==> src/rtl/keypad_scan_ctrl.sv <==
// 4x4 keypad scanner: one-cold column drive, synchronised/debounced rows, valid/ready key output.
// Optional auto-repeat while a key is held is enabled by defining KEYPAD_REPEAT_EN.
module keypad_scan_ctrl #(
    parameter int SETTLE_CYC   = 4,
    parameter int DEBOUNCE_CYC = 1000000,
    parameter int REPEAT_CYC   = 25000000
) (
    input  logic       clk,
    input  logic       reset_n,
    input  logic [3:0] kpr,
    output logic [3:0] kpc,
    output logic [3:0] key_code,
    output logic       key_valid,
    input  logic       key_ready,
    output logic       key_down,
    output logic       overrun,
    input  logic       overrun_clr
);

    localparam int MaxSd  = (SETTLE_CYC > DEBOUNCE_CYC) ? SETTLE_CYC : DEBOUNCE_CYC;
    localparam int MaxCyc = (MaxSd > REPEAT_CYC) ? MaxSd : REPEAT_CYC;
    localparam int CntW   = $clog2(MaxCyc);

    typedef logic [CntW-1:0] cnt_t;

    localparam cnt_t SettleLast = cnt_t'(SETTLE_CYC - 1);
    localparam cnt_t DebLast    = cnt_t'(DEBOUNCE_CYC - 1);
`ifdef KEYPAD_REPEAT_EN
    localparam cnt_t RepLast    = cnt_t'(REPEAT_CYC - 1);
`endif

    typedef enum logic [2:0] {
        SCAN,
        DEBOUNCE,
        PRESS,
        HOLD,
        RELEASE
    } state_t;

    // Rows and columns share the same one-cold encoding: 0111 -> 0 ... 1110 -> 3.
    function automatic logic [1:0] oneColdIndex(input logic [3:0] pat);
        case (pat)
            4'b0111: oneColdIndex = 2'd0;
            4'b1011: oneColdIndex = 2'd1;
            4'b1101: oneColdIndex = 2'd2;
            default: oneColdIndex = 2'd3;
        endcase
    endfunction

    function automatic logic isOneCold(input logic [3:0] pat);
        case (pat)
            4'b0111, 4'b1011, 4'b1101, 4'b1110: isOneCold = 1'b1;
            default:                            isOneCold = 1'b0;
        endcase
    endfunction

    state_t     state_q, state_d;
    cnt_t       cnt_q, cnt_d;
    logic [3:0] kprMeta_q, kprSync_q;
    logic [3:0] rowPat_q, rowPat_d;
    logic [3:0] kpc_q, kpc_d;
    logic [3:0] keyCode_q, keyCode_d;
    logic       keyValid_q, keyValid_d;
    logic       keyDown_q, keyDown_d;
    logic       overrun_q, overrun_d;
    logic       loadReq;
    logic       overrunSet;
`ifdef KEYPAD_REPEAT_EN
    cnt_t       rep_q, rep_d;
`endif

    always_comb begin
        state_d    = state_q;
        cnt_d      = cnt_q;
        rowPat_d   = rowPat_q;
        kpc_d      = kpc_q;
        keyCode_d  = keyCode_q;
        keyValid_d = keyValid_q;
        keyDown_d  = keyDown_q;
        overrun_d  = overrun_q;
        loadReq    = 1'b0;
        overrunSet = 1'b0;
`ifdef KEYPAD_REPEAT_EN
        rep_d      = rep_q;
`endif

        case (state_q)
            SCAN: begin
                if (cnt_q == SettleLast) begin
                    cnt_d = '0;
                    if (isOneCold(kprSync_q)) begin
                        rowPat_d = kprSync_q;
                        state_d  = DEBOUNCE;
                    end else begin
                        kpc_d = {kpc_q[0], kpc_q[3:1]};
                    end
                end else begin
                    cnt_d = cnt_q + cnt_t'(1);
                end
            end
            DEBOUNCE: begin
                // A mismatch drops back to SCAN on the same column so it re-settles.
                if (kprSync_q == rowPat_q) begin
                    if (cnt_q == DebLast) begin
                        cnt_d   = '0;
                        state_d = PRESS;
                    end else begin
                        cnt_d = cnt_q + cnt_t'(1);
                    end
                end else begin
                    cnt_d   = '0;
                    state_d = SCAN;
                end
            end
            PRESS: begin
                loadReq   = 1'b1;
                keyDown_d = 1'b1;
                state_d   = HOLD;
`ifdef KEYPAD_REPEAT_EN
                rep_d     = '0;
`endif
            end
            HOLD: begin
                if (kprSync_q == 4'b1111) begin
                    cnt_d   = '0;
                    state_d = RELEASE;
                end
`ifdef KEYPAD_REPEAT_EN
                else if (kprSync_q == rowPat_q) begin
                    if (rep_q == RepLast) begin
                        loadReq = 1'b1;
                        rep_d   = '0;
                    end else begin
                        rep_d = rep_q + cnt_t'(1);
                    end
                end
`endif
            end
            RELEASE: begin
`ifdef KEYPAD_REPEAT_EN
                rep_d = '0;
`endif
                if (kprSync_q == 4'b1111) begin
                    if (cnt_q == DebLast) begin
                        keyDown_d = 1'b0;
                        kpc_d     = {kpc_q[0], kpc_q[3:1]};
                        cnt_d     = '0;
                        state_d   = SCAN;
                    end else begin
                        cnt_d = cnt_q + cnt_t'(1);
                    end
                end else begin
                    state_d = HOLD;
                end
            end
            default: begin
                state_d = SCAN;
                cnt_d   = '0;
            end
        endcase

        // A load on the same edge as a consume keeps key_valid high with the new code.
        if (keyValid_q && key_ready) begin
            keyValid_d = 1'b0;
        end
        if (loadReq) begin
            if (!keyValid_q || key_ready) begin
                keyCode_d  = {oneColdIndex(rowPat_q), oneColdIndex(kpc_q)};
                keyValid_d = 1'b1;
            end else begin
                overrunSet = 1'b1;
            end
        end

        if (overrun_clr) begin
            overrun_d = 1'b0;
        end else if (overrunSet) begin
            overrun_d = 1'b1;
        end
    end

    always_ff @(posedge clk or negedge reset_n) begin
        if (!reset_n) begin
            state_q    <= SCAN;
            cnt_q      <= '0;
            kprMeta_q  <= 4'b1111;
            kprSync_q  <= 4'b1111;
            rowPat_q   <= 4'b1111;
            kpc_q      <= 4'b0111;
            keyCode_q  <= 4'd0;
            keyValid_q <= 1'b0;
            keyDown_q  <= 1'b0;
            overrun_q  <= 1'b0;
`ifdef KEYPAD_REPEAT_EN
            rep_q      <= '0;
`endif
        end else begin
            state_q    <= state_d;
            cnt_q      <= cnt_d;
            kprMeta_q  <= kpr;
            kprSync_q  <= kprMeta_q;
            rowPat_q   <= rowPat_d;
            kpc_q      <= kpc_d;
            keyCode_q  <= keyCode_d;
            keyValid_q <= keyValid_d;
            keyDown_q  <= keyDown_d;
            overrun_q  <= overrun_d;
`ifdef KEYPAD_REPEAT_EN
            rep_q      <= rep_d;
`endif
        end
    end

    assign kpc       = kpc_q;
    assign key_code  = keyCode_q;
    assign key_valid = keyValid_q;
    assign key_down  = keyDown_q;
    assign overrun   = overrun_q;

endmodule

==> config.mk <==
export PLATFORM = sky130hd
export DESIGN_NAME = keypad_scan_ctrl
export DESIGN_NICKNAME = d
export VERILOG_FILES = /design/src/rtl/keypad_scan_ctrl.sv
export SDC_FILE = /design/constraint.sdc
export NUM_CORES = 1
export LEC_CHECK = 0
export BUFFER_PORTS_ARGS = -buffer_cell sky130_fd_sc_hd__buf_2
export CAP_MARGIN = 20
export CORE_ASPECT_RATIO = 0.6
export CORE_MARGIN = 2
export CORE_UTILIZATION = 40
export DETAILED_ROUTE_END_ITERATION = 8
export PLACE_DENSITY = 0.58
export SYNTH_ARGS = -nofsm -noshare
export SYNTH_HDL_FRONTEND = slang
export SYNTH_SLANG_ARGS = --single-unit
==> constraint.sdc <==
create_clock -name clk -period 2.15 [get_ports clk]
set_clock_uncertainty 0.1 [all_clocks]
set_input_delay 0.3225 -clock clk [delete_from_list [all_inputs] [get_ports clk]]
set_output_delay 0.3225 -clock clk [all_outputs]
set_load 0.1 [all_outputs]
======== Word-level counts from Yosys, hierarchy flattened ========
Index checks and enable logic that the tools add are counted.
storage, ports and cells
  bits in registers ....................... 51
  bits of input ports ..................... 8
  logic and storage cells ................. 87
cells by class
  add/sub/neg operators ................... 1
  eq/ne operators ......................... 26
  multiplexer cells ....................... 35
  bitwise operators ....................... 1
  reduce and logical (&&, ||, !) cells .... 14
operators with widths
  operator                 number
  $mux W25                 5
  $pmux W25 S5             1
  $eq A4 B4 Y1 const B     8
  $add A25 B1 Y25 const B  1
  $eq A25 B2 Y1 const B    1
  $eq A25 B20 Y1 const B   1
  $mux W3                  7
  $mux W4                  4
  $pmux W3 S5              1
  $mux W1                  13
  $eq A4 B3 Y1 const B     3
  $ne A2 B2 Y1 const B     6
  $pmux W2 S3              2
  $reduce_and A5 Y1        2
  $reduce_and A3 Y1        3
  $pmux W4 S2              1
  $eq A3 B2 Y1 const B     2
  $ne A3 B3 Y1 const B     2
  $reduce_bool A2 Y1       3
  $eq A4 B4 Y1             1
  $reduce_or A4 Y1         1
  $eq A3 B1 Y1 const B     1
  $eq A3 B3 Y1 const B     1
  $logic_not A3 Y1         1
  6 further kinds          6

======== Depth between registers and ports, before layout ========
Gate-level depths: netlist (run 1).
  word-level depth ........................ 8
  gate-level depth with buffers ........... 8

======== Worst setup path after synthesis (run 1) ========
No wires, ideal clock.
  path kind ............................... reg2reg
  from .................................... register cnt_q[0]
  to ...................................... register cnt_q[16]
  library setup time ...................... 0.128 ns
  data arrival time ....................... 2.061 ns
  slack ................................... -0.139 ns
  stages on the path, launching flop included .. 9
  path buffers ............................ 1
  path through ............................ dfrtp_1 > ha_1 > and3_4 > nand3_2 > or3_4 > a221o_2 > buf_6 > a31oi_1 > o22ai_1
between the ends
  cells in the longest elaborated chain, start to end .. 4
RTL lines
  element                                            RTL line  text
  start: declaration                                 58        cnt_t cnt_q, cnt_d;
  start signal: assignment                           199       cnt_q <= cnt_d;
  $add A25 B1 Y25 or $eq A25 B20 Y1 (tied branches)  n/a
  $mux W25                                           104, 144
  $mux W25 (on tied branches)                        143, 103
  $pmux W25 S5 *                                     87        case (state_q)
Mark *: on every way between the ends. The rest lies on a longest branch, timed or not. The select of a mux whose other input is x is not followed.
A chain may end at the register's enable or synchronous reset.

======== Worst setup path after layout (run 1) ========
  from .................................... register cnt_q[1]
  to ...................................... register cnt_q[2]
Same word-level chain as after synthesis.

==> impl_metrics.yaml, run 1 <==
timing:
  maxSlewHeadroom: 0.622
  hold_viol_final: 0
  tightest_slew_ns: 0.567
  clock.fmax_ghz: 0.445
  finalSetupViolCount: 24
  setup_ws_ns: -0.0956
  slew_violations: 0
  hold_ws_ns: 0.0254
  period_share: 1.04
  period_needed_ns: 2.25
  grt_setup_unrepaired: "yes"
pwr:
  p_leak_nw: 1.63
  p_per_area_nw_per_um2: 1120
  irDropWorstVdd_mv: 0.740
logic_synthesis:
  syn_inst: 268
  synth_top_cell_by_area: "dfrtp_1"
  synth_edf_count: 0
  synth.distinct_cells: 59
  synthFlopType: "dfrtp_1"
  syn_area_um2: 2770
  ys_ff_latch: 51
  synth-seq-area-share: 0.467
  ys_warn_count: 0
  syn_avg_cell_area_um2: 10.4
  synth_nets: 277
  yosys-top-cells-area: "dfrtp_1 (32%), dfstp_2 (14%), nand2_1 (4.1%)"
  async_flop_share: 1.00
  synth.top_cell.area_share: 0.325
  synth_common_cells: "dfrtp_1 (36), nand2_1 (30), dfstp_2 (15)"
  synth.most_common_cell: "dfrtp_1"
routing:
  first_iter_violations: 135
  num_vias: 2483
  drt-total-wl_um: 7640
  drtPass1Iterations: 4
  wl_per_cell_um: 17.4
  viasPerCell: 5.67
  drc_errors: 0
  antenna_left: 0
clock_network:
  cts_tree: "built"
  cts_buffers: 5
  cts_max_level: 2
  insertion_delay_ns: 0.30
  cts.path.max_buffers: 2
  root_buffer: "clkbuf_16"
  clock_sinks: 51
  clk_pin_slew_ns: 0.07
hold_path:
  hold_start: "kpr[1]"
  hold_end: "kprMeta_q[1]"
  holdPathStages: 1
  hold_class: "in2reg"
finish:
  syn_to_final_growth_pct: 37.6
  diodes: 0
  drive_above_1_share: 0.473
  layout.nets: 359
  stdcell_count: 438
grt:
  overflow: 0
  grt_antenna_before_repair: 0
  grt_max_degree: 29
  grt_pass1_vias: 2306
  grtUsageTotal: 0.214
  grt_pass1_wl_um: 12400
worst_setup_path:
  crit_start: "cnt_q[1]"
  critPathArrivalTime_ns: 2.32
  required_ns: 2.23
  r2r_start: "cnt_q[1]"
  rr_worst_depth: 9
  r2r_setup_slack_ns: -0.1
  setup.worst_path.start_class: "flop"
  cp-end-kind: "flop"
  r2r-end: "cnt_q[2]"
  crit_fanout: 4
  crit_type: "reg2reg"
placed_design:
  place_inst: 419
  io_buffers: 18
  dp_hpwl_um: 5350
  dpl_worst_slack_ns: -0.205
  gp_congestion: 0.889
status:
  outcome: "complete, but fails checks"
  violations: "negative setup slack"
die:
  core_area_um2: 6710
  row_count: 23
  io_pins: 19
  die_area_um2: 7640
  chipWidth_um: 112
  die_h_um: 68.5
  start_util: 0.414
job:
  max-cap-violations: 0
==> what timing repair did <==
item	in CTS	in global routing
endpoints found under the setup margin	33	36
hold endpoints to repair	17	0
gates resized for setup	15	33
setup buffers	7	4
pin swaps	7	18
hold buffers	1	0
==> worst max path at each step <==
stage | endpoint | slack [ns] | cells past startpoint
2_1_floorplan | rowPat_q[0] | -0.02 | 5
3_3_place_gp | cnt_q[16] | -0.10 | 8
3_5_place_dp | cnt_q[11] | -0.20 | 7
4_1_cts | cnt_q[2] | -0.06 | 9
5_1_grt | cnt_q[2] | -0.20 | 9
6_report | cnt_q[2] | -0.1 | 9
==> power breakdown <==
group | switching (mW) | total, mW | internal, mW
logic | 1.36 | 2.23 | 0.864
clock network | 0.375 | 0.805 | 0.430
registers | 0.126 | 1.26 | 1.14
==> kinds of logic after synthesis <==
| family | share of synthesized area |
|---|---|
| mux | 0.0361 |
| buf+inv | 0.0424 |
| xor+xnor | 0.0474 |
| compound gates | 0.168 |
| fa+ha+maj | 0.00451 |
| simple gates | 0.235 |
| flops | 0.467 |
==> cell usage in the layout, fill, tap and decap left out, types with 2 or more instances in the layout <==
cell,count
a21o_1,4
a21oi_1,3
a21oi_2,6
a22o_1,6
a31oi_1,5
a31oi_4,2
and3_2,2
buf_12,2
buf_2,18
buf_4,60
buf_6,6
clkbuf_16,5
clkinvlp_4,2
dfrtp_1,35
dfstp_2,15
inv_1,7
mux2_2,3
mux2_4,5
nand2_1,30
nand2b_1,2
nand3_1,12
nand4_1,14
nor2_1,10
nor2_4,2
nor2b_1,3
nor3_1,7
nor3_2,2
nor3_4,2
nor4_1,5
nor4_2,4
o21ai_0,3
o21ai_2,4
o2bb2ai_1,2
o311ai_1,2
o311ai_2,5
o31ai_1,8
or3_4,2
xnor2_1,11
xor2_1,4
==> per-stage QoR <==
step | area, µm² | utilization | power [mW] | TNS (ns)
after floorplan | 2780 | - | 2.52 | -0.133
after global placement | 3350 | 0.500 | 3.08 | -1.95
after detailed placement | 3350 | 0.500 | 3.10 | -3.73
after CTS | 3630 | 0.541 | 4.09 | -0.463
after global routing | 3820 | 0.569 | 4.53 | -3.94
final | 3820 | 0.569 | 4.29 | -0.821
==> flip-flops by register name (all words and copies together) (netlist names) <==
| name | flops |
|---|---|
| cnt_q | 25 |
| key_code | 4 |
| key_down | 1 |
| key_valid | 1 |
| kpc | 4 |
| kprMeta_q | 4 |
| kprSync_q | 4 |
| overrun | 1 |
| rowPat_q | 4 |
| state_q | 3 |
==> area by class of cell <==
| cell class | count | area, µm² |
|---|---|---|
| fill | 570 | 2890 |
| multi-input combinational | 198 | 1580 |
| sequential | 51 | 1300 |
| timing repair buffer | 87 | 658 |
| clock buffer | 5 | 125 |
| tap | 87 | 109 |
| inverter | 7 | 26.3 |
| clock inverter | 3 | 20.0 |
==> worst max-delay path, cell delays in order (launching register included) <==
cell	delay, ns
dfrtp_1	0.36
ha_2	0.19
and3_4	0.20
nand3_2	0.09
or3_4	0.36
a221oi_4	0.28
buf_12	0.15
nor3_4	0.04
buf_6	0.15
a22o_1	0.21
==> metal layers <==
layer,share of wire,vias to the layer above,global-route usage,routed length [µm]
met5,0,-,0,0
met4,0.013,0,0.0802,102
met3,0.075,9,0.0472,576
met2,0.39,77,0.271,2950
met1,0.53,1216,0.343,4010
li1,-,1181,-,-
Power figures use the tool's default switching activity.
==> run 2: changes to the inputs <==
--- a/config.mk
+++ b/config.mk
@@ -10,8 +10,10 @@
 export CORE_ASPECT_RATIO = 0.6
 export CORE_MARGIN = 2
 export CORE_UTILIZATION = 40
+export CTS_BUF_LIST = sky130_fd_sc_hd__clkbuf_4 sky130_fd_sc_hd__clkbuf_8
 export DETAILED_ROUTE_END_ITERATION = 8
 export PLACE_DENSITY = 0.58
+export SKIP_LAST_GASP = 1
 export SYNTH_ARGS = -nofsm -noshare
 export SYNTH_HDL_FRONTEND = slang
 export SYNTH_SLANG_ARGS = --single-unit
==> impl_metrics.yaml, run 2 (synthesized netlist as in run 1, its figures left out) <==
grt:
  grt.met2_usage: 0.283
  grt_util_met1: 0.342
  grt_pass1_vias: 2318
  grtUsageTotal: 0.213
  grt_max_degree: 29
  grt_antenna_before_repair: 0
  overflow: 0
  busiest_layer: "met1"
  grtUsageMet3: 0.0498
  grt_pass1_wl_um: 12500
routing:
  first_iter_violations: 145
  antenna_left: 0
  viasPerCell: 5.62
  drt-total-wl_um: 7650
  drc_errors: 0
  num_vias: 2491
  drtPass1Iterations: 4
  wl_per_cell_um: 17.3
timing:
  grt_setup_unrepaired: "yes"
  tightest_slew_ns: 0.560
  finalSetupViolCount: 23
  maxSlewHeadroom: 0.627
  period_share: 1.05
  fin_tns_setup_ns: -1.54
  slew_violations: 0
  clock.fmax_ghz: 0.443
  setup_ws_ns: -0.108
  hold_viol_final: 0
  period_needed_ns: 2.26
clock_network:
  cts.path.max_buffers: 2
  clk_pin_slew_ns: 0.10
  cts_tree: "built"
  cts_buffers: 5
  cts_max_level: 2
  root_buffer: "clkbuf_8"
  clock_sinks: 51
  insertion_delay_ns: 0.32
worst_setup_path:
  rr_worst_depth: 8
  crit_type: "reg2reg"
  setup.worst_path.start_class: "flop"
  r2r_start: "cnt_q[1]"
  crit_start: "cnt_q[1]"
  cp-end-kind: "flop"
  crit_path_top_delay_cell: "a221o_2"
  critPathArrivalTime_ns: 2.35
  crit_path_max_incr_delay_ns: 0.44
  crit_path_cell_trace: "ha_2 > and3_4 > nand3_2 > or3_4 > a221o_2 > buf_6 > nand4_1 > o311ai_2"
  crit_fanout: 4
  required_ns: 2.24
status:
  outcome: "complete, but fails checks"
  violations: "negative setup slack"
pwr:
  p_clk_frac: 0.139
  totalPowerFinal_mw: 4.13
  p_leak_nw: 1.64
  p_sw_mw: 1.88
  p_per_area_nw_per_um2: 1080
  swShare: 0.455
  p_int_mw: 2.25
  combPwrFrac: 0.556
  pwr-share-seq: 0.305
  irDropWorstVdd_mv: 0.724
hold_path:
  hold_start: "overrun_clr"
  hold_class: "in2reg"
  holdPathStages: 2
finish:
  layout.nets: 364
  regMostFlops: "cnt_q"
  largest_register_ffs: 25
  drive_above_1_share: 0.466
  mostFrequentLayoutCells: "buf_4 (60), dfrtp_1 (35), nand2_1 (30)"
  syn_to_final_growth_pct: 38.3
  n_fill_cell: 570
  final_common_cell: "buf_4"
  final_area_um2: 3840
  diodes: 0
die:
  core_area_um2: 6710
  row_count: 23
  die_h_um: 68.5
  chipWidth_um: 112
  io_pins: 19
  die_area_um2: 7640
  start_util: 0.414
placed_design:
  gp_congestion: 0.889
  dpl_worst_slack_ns: -0.205
  post_dp_cell_area_um2: 3350
  dp_hpwl_um: 5350
  io_buffers: 18
job:
  max-cap-violations: 0
-- run 2: final cells by class --
type | count | area (µm²) | area share
clock buffers | 5 | 68.8 | 0.0179
clock inverters | 3 | 20.0 | 0.00522
inverters | 7 | 26.3 | 0.00685
multi-input cells | 199 | 1620 | 0.422
flip-flops and latches | 51 | 1300 | 0.338
well taps | 87 | 109 | 0.0284
repair buffers | 91 | 698 | 0.182
-- run 2: what timing repair did --
item,CTS,global route
endpoints found under the setup margin,33,38
hold endpoints to repair,21,0
resized for setup,12,39
hold buffers,5,0
setup buffers,7,3
pin swaps,8,19
cloned,1,0
-- run 2: metal layers --
layer	share of wire	up-vias
met5	0	-
met4	0.010	0
met3	0.066	9
met2	0.39	71
met1	0.54	1224
li1	-	1187
-- run 2: power by group through the flow --
stage	Clock (mW)	Combinational (mW)	Sequential [mW]
6_report	0.573	2.30	1.26
5_1_grt	0.625	2.45	1.29
4_1_cts	0.589	2.02	1.25
3_5_place_dp	0	1.83	1.28
3_3_place_gp	0	1.81	1.27
2_1_floorplan	0	0.892	1.63
-- run 2: path summary, 6_finish.rpt --
kind	end	slack, ns
max	cnt_q[18]	-0.11
min	overrun	0.04
max reg2reg	cnt_q[18]	-0.11
min in group asynchronous	cnt_q[8]	0.44
min reg2reg	kprSync_q[1]	0.26
max in group asynchronous	rowPat_q[2]	0.90
-- run 2: critical path, delay by kind of cell (launching register included) --
kind,cells,cell delay (ns)
buffers and inverters,1,0.18
AOI/OAI and AO/OA,2,0.54
and+or+nand+nor,4,0.76
DFF,1,0.37
adders and majority gates,1,0.19
-- run 2: per-stage QoR --
stage | hold WS [ns] | instances | util
floorplan | -0.0731 | 268 | -
global placement | 0.245 | 419 | 0.500
detailed placement | 0.243 | 419 | 0.500
CTS | 0.0343 | 440 | 0.538
global route | 0.0326 | 443 | 0.572
finish | 0.0415 | 443 | 0.572
